==> src/rtl/gpr_read_unit.sv <==
// gpr_read_unit
// General-purpose register file for the NPC core: one write port, two
// registered operand read ports with write-to-read bypass, and a handshaked
// dump stream that walks every entry in address order for the difftest bridge.
//
// Ports
//   clk, rst_n                  clock, asynchronous active-low reset
//   wen, waddr, wdata           write port (writeback)
//   ren, raddr1, raddr2         operand read request (decode)
//   rdata1, rdata2, rvalid      registered operand data, one-cycle valid pulse
//   dump_req                    start a full-file dump (sampled in IDLE only)
//   dump_valid, dump_ready      dump beat handshake
//   dump_addr, dump_data        current beat address and data
//   dump_last                   current beat is the final entry
//   dump_busy                   dump FSM not IDLE
//   dump_done                   one-cycle pulse after the final beat is accepted
//
// Dump FSM
//   state | meaning
//   IDLE  | no dump in progress, waiting for dump_req
//   SEND  | beat at ptr presented on dump_*, waiting for dump_ready

module gpr_read_unit #(
    parameter int ADDR_WIDTH = 5,
    parameter int DATA_WIDTH = 32,
    parameter bit ZERO_REG   = 1'b1
) (
    input  logic                  clk,
    input  logic                  rst_n,
    input  logic                  wen,
    input  logic [ADDR_WIDTH-1:0] waddr,
    input  logic [DATA_WIDTH-1:0] wdata,
    input  logic                  ren,
    input  logic [ADDR_WIDTH-1:0] raddr1,
    input  logic [ADDR_WIDTH-1:0] raddr2,
    output logic [DATA_WIDTH-1:0] rdata1,
    output logic [DATA_WIDTH-1:0] rdata2,
    output logic                  rvalid,
    input  logic                  dump_req,
    output logic                  dump_valid,
    input  logic                  dump_ready,
    output logic [ADDR_WIDTH-1:0] dump_addr,
    output logic [DATA_WIDTH-1:0] dump_data,
    output logic                  dump_last,
    output logic                  dump_busy,
    output logic                  dump_done
);

    localparam int DEPTH = 2 ** ADDR_WIDTH;
    localparam logic [ADDR_WIDTH-1:0] LAST_ADDR = '1;

    typedef enum logic {
        IDLE = 1'b0,
        SEND = 1'b1
    } state_t;

    logic [DATA_WIDTH-1:0] rf [DEPTH];
    state_t                state;
    logic [ADDR_WIDTH-1:0] ptr;
    logic [ADDR_WIDTH-1:0] ptr_nxt;

    // Value a reader sees this cycle: hardwired zero, then same-cycle write
    // bypass, then the stored entry.
    function automatic logic [DATA_WIDTH-1:0] eff(input logic [ADDR_WIDTH-1:0] a);
        if (ZERO_REG && (a == '0)) begin
            return '0;
        end else if (wen && (waddr == a)) begin
            return wdata;
        end else begin
            return rf[a];
        end
    endfunction

    assign ptr_nxt   = ptr + ADDR_WIDTH'(1);
    assign dump_addr = ptr;

    // Storage
    always_ff @(posedge clk or negedge rst_n) begin
        if (!rst_n) begin
            for (int i = 0; i < DEPTH; i++) begin
                rf[i] <= '0;
            end
        end else if (wen && !(ZERO_REG && (waddr == '0))) begin
            rf[waddr] <= wdata;
        end
    end

    // Operand read ports
    always_ff @(posedge clk or negedge rst_n) begin
        if (!rst_n) begin
            rdata1 <= '0;
            rdata2 <= '0;
            rvalid <= 1'b0;
        end else begin
            rvalid <= ren;
            if (ren) begin
                rdata1 <= eff(raddr1);
                rdata2 <= eff(raddr2);
            end
        end
    end

    // Dump FSM. dump_data is a snapshot taken when the beat is loaded, so a
    // write to the address currently on offer cannot disturb a stalled beat,
    // while entries ahead of the pointer still pick up later writes.
    always_ff @(posedge clk or negedge rst_n) begin
        if (!rst_n) begin
            state      <= IDLE;
            ptr        <= '0;
            dump_data  <= '0;
            dump_valid <= 1'b0;
            dump_last  <= 1'b0;
            dump_busy  <= 1'b0;
            dump_done  <= 1'b0;
        end else begin
            dump_done <= 1'b0;
            case (state)
                IDLE: begin
                    if (dump_req) begin
                        state      <= SEND;
                        ptr        <= '0;
                        dump_data  <= eff('0);
                        dump_valid <= 1'b1;
                        dump_busy  <= 1'b1;
                        dump_last  <= 1'b0;
                    end
                end
                SEND: begin
                    // dump_valid is always high in SEND, so ready alone
                    // completes the handshake.
                    if (dump_ready) begin
                        if (dump_last) begin
                            state      <= IDLE;
                            dump_valid <= 1'b0;
                            dump_busy  <= 1'b0;
                            dump_last  <= 1'b0;
                            dump_done  <= 1'b1;
                        end else begin
                            ptr       <= ptr_nxt;
                            dump_data <= eff(ptr_nxt);
                            dump_last <= (ptr_nxt == LAST_ADDR);
                        end
                    end
                end
                default: begin
                    state <= IDLE;
                end
            endcase
        end
    end

endmodule

==> config.mk <==
export PLATFORM = sky130hd
export DESIGN_NAME = gpr_read_unit
export DESIGN_NICKNAME = d
export VERILOG_FILES = /design/src/rtl/gpr_read_unit.sv
export SDC_FILE = /design/constraint.sdc
export NUM_CORES = 2
export LEC_CHECK = 0
export ABC_CLOCK_PERIOD_IN_PS = 9000
export CAP_MARGIN = 20
export CORE_ASPECT_RATIO = 1.2
export CORE_MARGIN = 2
export CORE_UTILIZATION = 55
export CTS_BUF_LIST = sky130_fd_sc_hd__clkbuf_2
export CTS_CLUSTER_DIAMETER = 40
export CTS_CLUSTER_SIZE = 14
export DETAILED_ROUTE_END_ITERATION = 8
export PLACE_DENSITY = 0.78
export SYNTH_ARGS = -nofsm -noshare
export SYNTH_HDL_FRONTEND = slang
export SYNTH_SLANG_ARGS = --single-unit
==> constraint.sdc <==
create_clock -name clk -period 9 [get_ports clk]
set_clock_uncertainty 0.05 [all_clocks]
set_input_delay 0.9 -clock clk [delete_from_list [all_inputs] [get_ports clk]]
set_output_delay 0.9 -clock clk [all_outputs]
set_load 0.03 [all_outputs]
==> reports/results.tsv <==
stage	metric	value	unit
routing	drt-pass1-iter-count	8	
worst_setup_path	cp.arrival	6330	ps
timing	min_period_over_period	54.3	%
worst_setup_path	path_class	register to register	
worst_setup_path	critPathMaxFanout	101	
logic_synthesis	synthFlopType	dfrtp_1	
clock_tree	h-tree-depth	4	
worst_setup_path	endpoint_kind	register	
clock_tree	cts_tree	yes	
floorplanning	initial_core_util	55.4	%
placement	portBuffers	158	
timing	setup_tns	0	ps
logic_synthesis	synthTopCellsByArea	dfrtp_1 42%, mux4_2 22%, mux2_2 17%	
logic_synthesis	synthDistinctLibCells	55	
hold_path	whs_endpoint	rdata1[31]	
logic_synthesis	post-synth-top-count-cell	dfrtp_1	
logic_synthesis	ys_ff_latch	1130	
grt	met2_usage	52.3	%
logic_synthesis	async_flop_share	100	%
logic_synthesis	synth_area	67200	µm²
grt	grt_overflow	0	
timing	setup_violations	0	
job	max_cap_viol_count	0	
worst_setup_path	start_kind	register	
timing	fin_ws	4110	ps
timing	maxSlewViolCount	0	
placement	placed_area	69800	µm²
grt	grt_usage	35.3	%
timing	finalHoldViolations	0	
logic_synthesis	postSynthAreaPerCell	14.3	µm²
pwr	leakagePower	30.8	nW
clock_tree	cts_buffers	139	
worst_setup_path	r2r-start	dump_addr[0]	
logic_synthesis	synth_edf_count	0	
timing	min_period	4890	ps
floorplanning	std_cell_rows	140	
timing	max_freq	0.205	GHz
grt	grtUsageMet1	45.7	%
routing	wl	219000	µm
routing	vias	47900	
clock_tree	clkSinkCount	1130	
clock_tree	cts_root_buffer	clkbuf_2	
worst_setup_path	cp.required	10450	ps
worst_setup_path	rrSetupSlack	4110	ps
grt	grt_pass1_wl	323000	µm
logic_synthesis	seq_area_frac_synth	42.0	%
routing	route.detailed.drc	0	
logic_synthesis	synth_commonest_cells	1130 x dfrtp_1, 1044 x mux2_2, 652 x mux4_2, 468 x mux2i_1, 329 x clkbuf_1	
routing	viasPerCell	7.55	
final_layout	design_area	72300	µm²
floorplanning	die_x	323	µm
placement	gp_congestion	0.848	
routing	postRouteAntennaNets	0	
placement	dp_hpwl	116000	µm
logic_synthesis	syn_nets	4750	
grt	grt_busiest_layer	met2	
clock_tree	cts.clk_slew.worst_paths	220	ps
clock_tree	cts_resized	0	
placement	place_ws	4220	ps
pwr	power_density	231	nW/µm²
grt	grt_antenna_before_repair	9	
final_layout	finalNetCount	4650	
timing	rsz0062_at_grt	no	
final_layout	drive_gt1_share	45.0	%
floorplanning	dieHeight	387	µm
hold_path	hold-path-cell-count	3	
clock_tree	max-clock-path-buffers	3	
routing	routedWlPerCell	34.5	µm
timing	slew_headroom	19.7	%
final_layout	area_growth	7.58	%
worst_setup_path	r2r_end	dump_data[31]	
hold_path	min_from	wdata[31]	
run_status	status	finished, final reports clean	
logic_synthesis	ys_warn_count	0	
clock_tree	clk_latency	1680	ps
floorplanning	coreArea	121000	µm²
grt	grt_util_met3	10.7	%
routing	drt_iter0_markers	6268	
logic_synthesis	synth.top_cell.area_share	42.0	%
worst_setup_path	reg2reg_depth	8	
pwr	irDropWorstVdd	0.331	mV
floorplanning	dieArea	125000	µm²
logic_synthesis	yosys.area.top_type	dfrtp_1	
hold_path	hp-class	primary input to register	
logic_synthesis	synthCells	4694	
timing	worst_pin_slew	1170	ps
grt	grt_max_degree	167	
floorplanning	ioPinCount	159	
grt	grt_pass1_vias	48100	
==> worst max-delay path, stage by stage, from the launching register on <==
cell and delay, ps:
dfrtp_4 770, ha_1 480, xnor2_4 160, buf_4 580
buf_12 670, mux4_2 420, mux2_2 290, a2111oi_0 1030
o21ai_0 190
==> worst max-delay path by stage <==
stage / slack (ps) / start / end / cells past startpoint
after floorplan: 5330 / dump_addr[0] / dump_data[18] / 15
after global placement: 4330 / dump_addr[0] / dump_data[14] / 8
after detailed placement: 4220 / dump_addr[0] / dump_data[15] / 8
after CTS: 4200 / dump_addr[0] / dump_data[15] / 8
after global routing: 3910 / dump_addr[0] / dump_data[14] / 8
final: 4110 / dump_addr[0] / dump_data[31] / 8
==> flip-flops by register name (all words and copies together), names as in the netlist <==
name and cells:
rf 1024, dump_data 32, rdata1 32, rdata2 32, dump_addr 5, dump_busy 1
dump_done 1, dump_last 1, rvalid 1, state 1
==> final cells by class <==
cell class	instances	area (µm²)
diodes	8	20.0
clock buffers	157	786
clock inverters	97	1040
fillers	9298	49000
inverters	8	36.3
multi-input cells	3009	37000
flip-flops and latches	1130	28300
well taps	1633	2040
repair buffers	306	3140
==> layout by cell type (no fill, tap or decap), types with 8 or more instances in the layout <==
cell type,count
dfrtp_1,1129
a22o_1,31
nand2_1,73
buf_8,10
buf_4,92
nand3_1,27
mux4_2,652
clkbuf_2,158
diode_2,8
clkdlybuf4s50_1,149
o211ai_1,21
mux2_2,1044
nor2_4,16
buf_16,8
clkinv_2,14
a32oi_1,32
a221oi_1,128
nor2_1,37
a22oi_1,84
inv_8,9
clkinv_1,17
dlygate4sd3_1,29
or3_1,32
inv_6,14
xor2_1,8
bufinv_16,16
buf_12,9
xnor2_1,11
a2111oi_0,32
a21oi_1,128
mux2i_1,468
clkinvlp_4,13
nand2_4,15
o21ai_0,79
clkinv_4,9
o21ai_1,24
a222oi_1,12
==> metrics by stage <==
| step | std cells | utilization [%] | power (mW) | hold slack [ps] |
|---|---|---|---|---|
| 6_report | 6348 | 59.6 | 16.7 | 90.6 |
| 2_1_floorplan | 4694 | - | 11.6 | 412 |
| 4_1_cts | 6315 | 59.2 | 16.6 | 3.00 |
| 5_1_grt | 6344 | 59.6 | 17.4 | 34.0 |
| 3_3_place_gp | 6037 | 57.5 | 13.3 | 354 |
| 3_5_place_dp | 6038 | 57.5 | 13.6 | 359 |
==> metal layers <==
metal / vias to the layer above / wire length (µm)
met5: - / 35
met4: 4 / 15400
met3: 895 / 27600
met2: 3692 / 98900
met1: 24900 / 77500
li1: 18400 / -
==> cells by family (layout without fill, tap and decap cells) <==
group | after synthesis | after routing | synth area share (%)
compound gates | 587 | 587 | 6.17
xor+xnor | 20 | 20 | 0.288
fa+ha+maj | 3 | 3 | 0.0558
buf+inv | 555 | 568 | 3.50
flops | 1130 | 1130 | 42.0
mux | 2164 | 2164 | 46.3
other cells | 0 | 8 | 0
simple gates | 235 | 235 | 1.65
==> power by group <==
part / internal [mW] / total (mW) / leakage, nW / switching, mW
Combinational: 3.41 / 6.48 / 15.2 / 3.07
Clock: 1.05 / 3.10 / 1.14 / 2.05
Sequential: 6.05 / 7.16 / 14.5 / 1.10
==> repair_timing <==
action | CTS | global route
setup buffers | 0 | 0
hold endpoints to repair | 598 | 11
hold buffers | 23 | 7
Power figures use the tool's default switching activity.
